## src/rtl/ps2_pkg.sv

```systemverilog
// Shared PS/2 definitions: host transmitter states, keyboard command bytes
// and the frame-building helpers used by the host transmitter.
package ps2_pkg;

    typedef enum logic [2:0] {
        IDLE,
        INHIBIT,
        REQ,
        SEND,
        ACK,
        WAIT_IDLE
    } ps2_tx_state_e;

    localparam logic [7:0] PS2_CMD_SET_LED = 8'hED;
    localparam logic [7:0] PS2_CMD_RESET   = 8'hFF;
    localparam logic [7:0] PS2_CMD_ENABLE  = 8'hF4;
    localparam logic [7:0] PS2_ACK_BYTE    = 8'hFA;

    // Odd parity: the parity bit makes the total count of ones in data+parity odd.
    function automatic logic odd_parity(input logic [7:0] data);
        return ~^data;
    endfunction

    // Bits shifted out after the start bit, LSB first: data, parity, stop.
    function automatic logic [9:0] tx_frame(input logic [7:0] data);
        return {1'b1, odd_parity(data), data};
    endfunction

endpackage

```

## src/rtl/ps2_sync_edge.sv

```systemverilog
// Brings the raw PS/2 clock and data lines into the CLOCK_50 domain and
// flags falling edges of the synchronised clock. Shared with the keyboard
// receiver so both sides see identical line timing.
module ps2_sync_edge (
    input  logic CLOCK_50,
    input  logic reset,
    input  logic ps2_clk_in,
    input  logic ps2_dat_in,
    output logic clk_sync,
    output logic dat_sync,
    output logic clk_fall
);

    logic clk_meta_q, clk_meta_d;
    logic clk_sync_q, clk_sync_d;
    logic clk_prev_q, clk_prev_d;
    logic dat_meta_q, dat_meta_d;
    logic dat_sync_q, dat_sync_d;

    // Next values for the two-stage synchronisers and the clock history flop.
    always_comb begin
        clk_meta_d = ps2_clk_in;
        clk_sync_d = clk_meta_q;
        clk_prev_d = clk_sync_q;
        dat_meta_d = ps2_dat_in;
        dat_sync_d = dat_meta_q;
    end

    // Idle PS/2 lines are high, so everything resets to 1 to avoid a false edge.
    always_ff @(posedge CLOCK_50 or posedge reset) begin
        if (reset) begin
            clk_meta_q <= 1'b1;
            clk_sync_q <= 1'b1;
            clk_prev_q <= 1'b1;
            dat_meta_q <= 1'b1;
            dat_sync_q <= 1'b1;
        end else begin
            clk_meta_q <= clk_meta_d;
            clk_sync_q <= clk_sync_d;
            clk_prev_q <= clk_prev_d;
            dat_meta_q <= dat_meta_d;
            dat_sync_q <= dat_sync_d;
        end
    end

    assign clk_sync = clk_sync_q;
    assign dat_sync = dat_sync_q;
    assign clk_fall = clk_prev_q & ~clk_sync_q;

endmodule

```

## src/rtl/ps2_host_tx.sv

```systemverilog
// Host-to-keyboard PS/2 transmitter. Inhibits the bus, asserts the start
// bit, shifts a byte out on device clock falls and checks the device ACK.
// The FPGA top level turns the enables into open-drain pins:
// PS2_KBCLK = ps2_clk_oe ? 1'b0 : 1'bz, and likewise for PS2_KBDAT.
module ps2_host_tx
    import ps2_pkg::*;
#(
    parameter int INHIBIT_CYCLES = 5000,
    parameter int TIMEOUT_CYCLES = 1000000
) (
    input  logic       CLOCK_50,
    input  logic       reset,
    input  logic [7:0] tx_data,
    input  logic       tx_valid,
    output logic       tx_ready,
    output logic       busy,
    output logic       tx_done,
    output logic       tx_error,
    input  logic       ps2_clk_in,
    input  logic       ps2_dat_in,
    output logic       ps2_clk_oe,
    output logic       ps2_dat_oe
);

    localparam int INH_W = $clog2(INHIBIT_CYCLES + 1);
    localparam int TO_W  = $clog2(TIMEOUT_CYCLES + 1);

    localparam logic [INH_W-1:0] INH_LAST = INH_W'(INHIBIT_CYCLES - 1);
    localparam logic [INH_W-1:0] INH_MAX  = INH_W'(INHIBIT_CYCLES);
    localparam logic [TO_W-1:0]  TO_LAST  = TO_W'(TIMEOUT_CYCLES - 1);
    localparam logic [TO_W-1:0]  TO_MAX   = TO_W'(TIMEOUT_CYCLES);

    logic clk_sync;
    logic dat_sync;
    logic clk_fall;

    ps2_sync_edge u_sync (
        .CLOCK_50   (CLOCK_50),
        .reset      (reset),
        .ps2_clk_in (ps2_clk_in),
        .ps2_dat_in (ps2_dat_in),
        .clk_sync   (clk_sync),
        .dat_sync   (dat_sync),
        .clk_fall   (clk_fall)
    );

    ps2_tx_state_e    state_q, state_d;
    logic [9:0]       shreg_q, shreg_d;
    logic [3:0]       bit_cnt_q, bit_cnt_d;
    logic [INH_W-1:0] inh_cnt_q, inh_cnt_d;
    logic [TO_W-1:0]  to_cnt_q, to_cnt_d;
    logic             ok_q, ok_d;
    logic             clk_oe_q, clk_oe_d;
    logic             dat_oe_q, dat_oe_d;
    logic             tx_ready_q, tx_ready_d;
    logic             busy_q, busy_d;
    logic             tx_done_q, tx_done_d;
    logic             tx_error_q, tx_error_d;
    logic             to_active;
    logic             to_inc_ok;

    // Next-state, shift register, counters and line enables; the timeout overrides everything else.
    always_comb begin
        state_d    = state_q;
        shreg_d    = shreg_q;
        bit_cnt_d  = bit_cnt_q;
        inh_cnt_d  = inh_cnt_q;
        to_cnt_d   = to_cnt_q;
        ok_d       = ok_q;
        clk_oe_d   = clk_oe_q;
        dat_oe_d   = dat_oe_q;
        tx_done_d  = 1'b0;
        tx_error_d = 1'b0;
        to_active  = 1'b0;
        to_inc_ok  = (to_cnt_q != TO_MAX);

        case (state_q)
            IDLE: begin
                clk_oe_d = 1'b0;
                dat_oe_d = 1'b0;
                if (tx_valid && tx_ready_q) begin
                    shreg_d   = tx_frame(tx_data);
                    bit_cnt_d = '0;
                    inh_cnt_d = '0;
                    to_cnt_d  = '0;
                    ok_d      = 1'b0;
                    clk_oe_d  = 1'b1;
                    state_d   = INHIBIT;
                end
            end
            INHIBIT: begin
                clk_oe_d = 1'b1;
                dat_oe_d = 1'b0;
                if (inh_cnt_q == INH_LAST) begin
                    dat_oe_d = 1'b1;
                    state_d  = REQ;
                end else if (inh_cnt_q != INH_MAX) begin
                    inh_cnt_d = inh_cnt_q + INH_W'(1);
                end
            end
            REQ: begin
                clk_oe_d  = 1'b0;
                dat_oe_d  = 1'b1;
                to_cnt_d  = '0;
                bit_cnt_d = '0;
                state_d   = SEND;
            end
            SEND: begin
                to_active = 1'b1;
                clk_oe_d  = 1'b0;
                if (clk_fall) begin
                    dat_oe_d = ~shreg_q[0];
                    shreg_d  = {1'b0, shreg_q[9:1]};
                    to_cnt_d = '0;
                    if (bit_cnt_q == 4'd9) begin
                        state_d = ACK;
                    end else begin
                        bit_cnt_d = bit_cnt_q + 4'd1;
                    end
                end else if (to_inc_ok) begin
                    to_cnt_d = to_cnt_q + TO_W'(1);
                end
            end
            ACK: begin
                to_active = 1'b1;
                clk_oe_d  = 1'b0;
                dat_oe_d  = 1'b0;
                if (clk_fall) begin
                    ok_d     = ~dat_sync;
                    to_cnt_d = '0;
                    state_d  = WAIT_IDLE;
                end else if (to_inc_ok) begin
                    to_cnt_d = to_cnt_q + TO_W'(1);
                end
            end
            WAIT_IDLE: begin
                to_active = 1'b1;
                clk_oe_d  = 1'b0;
                dat_oe_d  = 1'b0;
                if (clk_sync && dat_sync) begin
                    tx_done_d  = ok_q;
                    tx_error_d = ~ok_q;
                    state_d    = IDLE;
                end else if (clk_fall) begin
                    to_cnt_d = '0;
                end else if (to_inc_ok) begin
                    to_cnt_d = to_cnt_q + TO_W'(1);
                end
            end
            default: begin
                clk_oe_d = 1'b0;
                dat_oe_d = 1'b0;
                state_d  = IDLE;
            end
        endcase

        if (to_active && (to_cnt_q == TO_LAST)) begin
            clk_oe_d   = 1'b0;
            dat_oe_d   = 1'b0;
            tx_done_d  = 1'b0;
            tx_error_d = 1'b1;
            state_d    = IDLE;
        end

        tx_ready_d = (state_d == IDLE) && !tx_done_d && !tx_error_d;
        busy_d     = (state_d != IDLE);
    end

    // All FSM state and outputs are registered; reset releases both lines at once.
    always_ff @(posedge CLOCK_50 or posedge reset) begin
        if (reset) begin
            state_q    <= IDLE;
            shreg_q    <= '0;
            bit_cnt_q  <= '0;
            inh_cnt_q  <= '0;
            to_cnt_q   <= '0;
            ok_q       <= 1'b0;
            clk_oe_q   <= 1'b0;
            dat_oe_q   <= 1'b0;
            tx_ready_q <= 1'b1;
            busy_q     <= 1'b0;
            tx_done_q  <= 1'b0;
            tx_error_q <= 1'b0;
        end else begin
            state_q    <= state_d;
            shreg_q    <= shreg_d;
            bit_cnt_q  <= bit_cnt_d;
            inh_cnt_q  <= inh_cnt_d;
            to_cnt_q   <= to_cnt_d;
            ok_q       <= ok_d;
            clk_oe_q   <= clk_oe_d;
            dat_oe_q   <= dat_oe_d;
            tx_ready_q <= tx_ready_d;
            busy_q     <= busy_d;
            tx_done_q  <= tx_done_d;
            tx_error_q <= tx_error_d;
        end
    end

    assign tx_ready   = tx_ready_q;
    assign busy       = busy_q;
    assign tx_done    = tx_done_q;
    assign tx_error   = tx_error_q;
    assign ps2_clk_oe = clk_oe_q;
    assign ps2_dat_oe = dat_oe_q;

endmodule

```

## config.mk

```make
export PLATFORM = sky130hd
export DESIGN_NAME = ps2_host_tx
export DESIGN_NICKNAME = d
export VERILOG_FILES = /design/src/rtl/ps2_pkg.sv /design/src/rtl/ps2_sync_edge.sv /design/src/rtl/ps2_host_tx.sv
export SDC_FILE = /design/constraint.sdc
export NUM_CORES = 1
export LEC_CHECK = 0
export BUFFER_PORTS_ARGS = -buffer_cell sky130_fd_sc_hd__buf_2
export CORE_MARGIN = 2
export CORE_UTILIZATION = 51
export DETAILED_ROUTE_END_ITERATION = 10
export PLACE_DENSITY = 0.69
export SLEW_MARGIN = 10
export SYNTH_ARGS = -nofsm -noshare
export SYNTH_HDL_FRONTEND = slang
export SYNTH_SLANG_ARGS = --single-unit
```

## constraint.sdc

```tcl
create_clock -name CLOCK_50 -period 2.94 [get_ports CLOCK_50]
set_input_delay 0.147 -clock CLOCK_50 [delete_from_list [all_inputs] [get_ports CLOCK_50]]
set_output_delay 0.147 -clock CLOCK_50 [all_outputs]
set_load 0.1 [all_outputs]
```

Yosys cells after proc, flatten, opt, wreduce, memory -nomap -nowiden
Index checks and enable logic that the tools add are counted.
W data, S select, Z words.
- $add $sub $neg: 3
- $mul: 0
- div/mod/pow operators: 0
- $lt $le $gt $ge: 0
- equality and inequality tests: 18
- shift operators: 0
- muxes and demuxes: 41
- bitwise logic cells: 5
- reduce and logical (&&, ||, !) cells: 23
- operators by type and width (operator ; number):
    $mux W20 ; 4
    $pmux W20 S4 ; 1
    $mux W13 ; 3
    $pmux W13 S2 ; 1
    $mux W3 ; 7
    $add A20 B1 Y20 const B ; 1
    $eq A20 B20 Y1 const B ; 1
    $mux W10 ; 2
    $ne A20 B20 Y1 const B ; 1
    $pmux W10 S2 ; 1
    $pmux W3 S6 ; 1
    $mux W1 ; 14
    $ne A2 B2 Y1 const B ; 7
    $add A13 B1 Y13 const B ; 1
    $eq A13 B13 Y1 const B ; 1
    $ne A13 B13 Y1 const B ; 1
    $mux W4 ; 3
    $pmux W4 S3 ; 1
    $reduce_and A3 Y1 ; 3
    $reduce_and A4 Y1 ; 2
    $reduce_xnor A8 Y1 ; 1
    $eq A3 B2 Y1 const B ; 2
    $eq A3 B3 Y1 const B ; 2
    $logic_not A3 Y1 ; 2
    other kinds (15) ; 27
- flip-flop bits (word level): 62
- bits in latches: 0
- bits in writable memories: 0
- bits in read-only memories: 0
- input port bits: 13
- output and inout bits: 6
- logic and storage cells: 107
- memories: 0

Logic depth before layout (Yosys ltp)
- word-level depth: 8
- depth in mapped cells: 7
- gate-level depth less buffers: 7

By module
Synthesis repeated with hierarchy kept, for this count alone.
- cells, all modules: 369
- area total of the unflattened synthesis: 3502.1 um2
- modules (own cells, without submodules) (module ; instances ; cells an instance ; area an instance (um2)):
    ps2_host_tx ; 1 ; 362 ; 3353.2
    ps2_sync_edge ; 1 ; 7 ; 148.9

Worst setup path after synthesis
Ideal clock, no wire load.
- path type: reg2reg
- from: register tx_ready_q, in the netlist tx_ready
- to: register inh_cnt_q[12]
- setup time: 0.131 ns
- arrival time: 2.111 ns
- data required time: 2.809 ns
- path slack: 0.698 ns
- cell stages (with the launch flop): 7
- path buffers: 1
- period minus slack after synthesis: 2.242 ns
- path through: dfstp_2 -> a21oi_1 -> or4_1 -> buf_2 -> nor4_4 -> xnor2_1 -> nor2_2
- cells in the longest elaborated chain, start to end: 3
- RTL lines (item ; RTL line ; source):
    start: declaration ; ps2_host_tx.sv:55 ; logic tx_ready_q, tx_ready_d;
    start signal: assignment ; ps2_host_tx.sv:193 ; tx_ready_q <= tx_ready_d;
    $logic_and A1 B1 Y1 ; ps2_host_tx.sv:81 ; if (tx_valid && tx_ready_q) begin
    $ne A2 B2 Y1 (no line) ; - ;
    $reduce_and A4 Y1 (no line) ; - ;
    end signal: assignment ; ps2_host_tx.sv:188 ; inh_cnt_q <= inh_cnt_d;
    end: declaration ; ps2_host_tx.sv:50 ; logic [INH_W-1:0] inh_cnt_q, inh_cnt_d;
No other way between the ends.
A chain may end at the register's enable or synchronous reset.

Final worst setup path
- from: register state_q[2]
- to: register to_cnt_q[10]
- cells in the longest elaborated chain, start to end: 4
- elaborated cells on any way between the ends: 11
- RTL lines (item ; RTL line ; source):
    start: declaration ; ps2_host_tx.sv:47 ; ps2_tx_state_e state_q, state_d;
    start signal: assignment ; ps2_host_tx.sv:185 ; state_q <= state_d;
    $eq A3 B3 Y1 / $eq A3 B2 Y1 (equally long branches) ; ps2_host_tx.sv:77 ; case (state_q)
    $reduce_or A2 Y1 (no line) ; - ;
    $reduce_bool A4 Y1 (no line) ; - ;
    $reduce_and A3 Y1 (no line) ; - ;
    end signal: assignment ; ps2_host_tx.sv:189 ; to_cnt_q <= to_cnt_d;
    end: declaration ; ps2_host_tx.sv:51 ; logic [TO_W-1:0] to_cnt_q, to_cnt_d;
Several ways; a longest one is shown, not always the timed one.

==> run_results.csv <==
group,metric,value,unit
setup_path,arrival,2.71,ns
global_route,antenna_found_initial,0,
worst_hold_path,hold_class,"primary input to async pin",
floorplanning,core,6390,um2
clock_network,cts_buffers,9,
clock_network,worst_skew_pair.late_latency,0.35,ns
logic_synthesis,synthFlopType,"dfrtp_1",
timing,max_freq,0.404,GHz
clock_network,clk_path_buf_depth,2,
setup_path,worst-path-buf-inv,0,
flow_run,maxCapViolations,0,
floorplanning,ioPinCount,19,
setup_path,worst_path_max_delay_cell,"dfrtp_1",
logic_synthesis,avgSynthCellArea,9.01,um2
final_layout,areaGrowthSynthToFinish,11.1,%
clock_network,clkSinkCount,62,
setup_path,max_stage_delay,0.61,ns
global_route,grt_pass1_vias,2685,
setup_path,crit_path_end_kind,"register",
final_layout,nets,415,
clock_network,cts_tree,"built",
setup_path,reg2regPathDepth,5,
floorplanning,die_h,85.3,um
logic_synthesis,synthCells,374,
logic_synthesis,netlist_top_cells_area,"dfrtp_1 (42%), nand2_1 (5.9%), dfstp_2 (4.7%)",
floorplanning,initial_core_util,0.528,
setup_path,crit_family,"compound AO/OA/AOI/OAI gates",
global_route,grt_max_degree,47,
placed_design,dp_hpwl,4.78,mm
clock_network,h-tree-depth,3,
placed_design,post-place-ws,0.513,ns
route,drt_first_pass_iters,5,
route,vias,2769,
logic_synthesis,synth_edf_count,0,
global_route,track_usage,0.215,
final_layout,seqCellArea,1560,um2
setup_path,crit_required,3.17,ns
setup_path,critical_path_peak_fanout,16,
timing,setup_slack,0.466,ns
logic_synthesis,syn-cell-area,3370,um2
setup_path,critPathLaunchType,"register",
timing,rsz0062_at_grt,"false",
route,first_iter_violations,158,
logic_synthesis,ys_seq_area_frac,0.463,
floorplanning,rows,29,
timing,relSlewSlack,0.365,
timing,finalCriticalPeriod,2.47,ns
logic_synthesis,synth_warnings,0,
logic_synthesis,synth-async-reset-ratio,1.00,
logic_synthesis,yosysTopAreaCell,"dfrtp_1",
final_layout,layout-drive-gt1-share,0.140,
route,wl,7.01,mm
clock_network,postCtsSetupBuffers,0,
setup_path,crit_chain,"a21boi_0 > o221ai_1 > a31o_2 > nand2b_1 > o41ai_1",
setup_path,r2r_start,"state_q[2]",
timing,fin_hold_ws,-0.000930,ns
setup_path,crit_type,"register to register",
route,viasPerCell,5.79,
power_and_ir_drop,p_per_area,598,nW/um2
timing,worstMarginPinSlew,0.953,ns
timing,setup_viol,0,
logic_synthesis,synth_nets,393,
placed_design,gp_congestion,0.855,
timing,final.setup_skew,0.00540,ns
timing,hold_viol,1,
logic_synthesis,netlist.area_leader.share,0.416,
clock_network,cts-resized-gates,0,
floorplanning,fp.dieW,85.3,um
final_layout,multi_input_area,1690,um2
final_layout,layout.cells.non_filler,478,
power_and_ir_drop,p_leak,1.57,nW
final_layout,antennaDiodeCount,0,
logic_synthesis,ys_ff_latch,62,
status,failed_checks,"negative hold slack",
setup_path,crit_start,"state_q[2]",
status,status,"finished, violations left",
placed_design,numPortBuffers,18,
floorplanning,die-area,7270,um2
route,routedWlPerCell,14.7,um
placed_design,placed_cells,460,
clock_network,root_buffer,"clkbuf_8",
route,drc,0,
clock_network,path_clk_slew,0.07,ns
final_layout,nFillCells,570,
timing,setup_tns,0,ns
timing,drv_slew,0,
logic_synthesis,ys_types,58,
power_and_ir_drop,vdd.ir_drop.worst,0.405,mV
global_route,grt_overflow,0,
setup_path,path_depth,5,
global_route,grt_pass1_wl,12.5,mm
timing,timing.final.crit_share,0.841,
route,postRouteAntennaNets,0,
[final cells by class]
type | count | share of cell area
clock buffer | 13 | 0.0451
timing repair buffer | 26 | 0.0415
clock inverter | 3 | 0.00468
multi-input combinational | 281 | 0.450
sequential | 62 | 0.417
tap | 77 | 0.0257
inverter | 16 | 0.0160
[cells by family (layout without fill, tap and decap cells)]
| family | Yosys count | in the layout | share of synthesized area |
|---|---|---|---|
| and+or+nand+nor | 170 | 170 | 0.264 |
| AOI/OAI and AO/OA | 85 | 85 | 0.160 |
| DFF | 62 | 62 | 0.463 |
| buffers and inverters | 31 | 58 | 0.0371 |
| xor gates and xnor gates | 16 | 16 | 0.0416 |
| adders and majority gates | 6 | 6 | 0.0223 |
| muxes | 4 | 4 | 0.0119 |
[cell usage after synthesis, drive strengths merged (3+ instances only)]
cell,count
nor3b,3
nand2b,7
xnor2,12
o21a,3
o21ai,28
dfrtp,56
dfstp,6
nor4,8
mux2i,4
nand3,15
clkbuf,9
and3,3
or3,4
nor3,11
o31ai,8
xor2,4
ha,6
nor4b,3
inv,16
nand4,10
buf,6
nand2,53
a21oi,12
and2,3
a31oi,13
nor2,37
[state kept, by name, summed over array words and instances (netlist names)]
signal / cells
bit_cnt_q: 4
busy: 1
inh_cnt_q: 13
ok_q: 1
ps2_clk_oe: 1
ps2_dat_oe: 1
shreg_q: 10
state_q: 3
to_cnt_q: 20
tx_done: 1
tx_error: 1
tx_ready: 1
u_sync.clk_meta_q: 1
u_sync.clk_prev_q: 1
u_sync.clk_sync: 1
u_sync.dat_meta_q: 1
u_sync.dat_sync: 1
[final timing paths]
path                                      to  slack, ns
setup / recovery                to_cnt_q[10]       0.47
hold / removal                    shreg_q[2]    -0.0009
setup reg to reg                to_cnt_q[10]       0.47
hold reg to reg              u_sync.dat_sync       0.36
max in group asynchronous  u_sync.dat_meta_q       2.15
min in group CLOCK_50             shreg_q[2]       0.07
[cells in the final DEF, fill, tap and decap left out, drive strengths merged, types with 6 or more instances in the layout]
cell / synthesis / routed
nand4: 10 / 10
nor4: 8 / 8
nand3: 15 / 15
nor2: 37 / 37
dfstp: 6 / 6
nand2b: 7 / 7
ha: 6 / 6
clkbuf: 9 / 13
inv: 16 / 16
a31oi: 13 / 13
o31ai: 8 / 8
a21oi: 12 / 12
o21ai: 28 / 28
dfrtp: 56 / 56
xnor2: 12 / 12
nand2: 53 / 53
buf: 6 / 24
nor3: 11 / 11
[per-layer routing]
layer	vias to the layer above	part of all wire	global-route usage
met5	-	0	0
met4	0	0.012	0.0678
met3	7	0.051	0.0632
met2	60	0.45	0.321
met1	1322	0.49	0.303
li1	1380	-	-
[through the flow]
step / util / area (um2) / total power [W]
4_1_cts: 0.586 / 3740 / 0.00226
5_1_grt: 0.586 / 3740 / 0.00238
3_3_place_gp: 0.554 / 3540 / 0.00153
2_1_floorplan: - / 3370 / 0.00144
3_5_place_dp: 0.554 / 3540 / 0.00154
6_report: 0.586 / 3740 / 0.00224
[worst reg2reg max path, cell delays in order (launching register included)]
cell and delay (ns):
dfrtp_1 0.61, a21boi_0 0.25, o221ai_1 0.45, a31o_2 0.43
nand2b_1 0.25, o41ai_1 0.38
[timing repair]
| action | in CTS | in global routing |
|---|---|---|
| hold buffers | 2 | 0 |
| endpoints found under the setup margin | 0 | 0 |
| hold endpoints to repair | 2 | 0 |
[report_power, final]
part	leakage [nW]	total, W	internal (W)	switching [W]
Sequential	0.787	0.00112	0.000993	0.000123
Clock	0.0954	0.000712	0.000373	0.000339
Combinational	0.692	0.000411	0.000159	0.000252
Total	1.57	0.00224	0.00153	0.000715
Power figures use the tool's default switching activity.
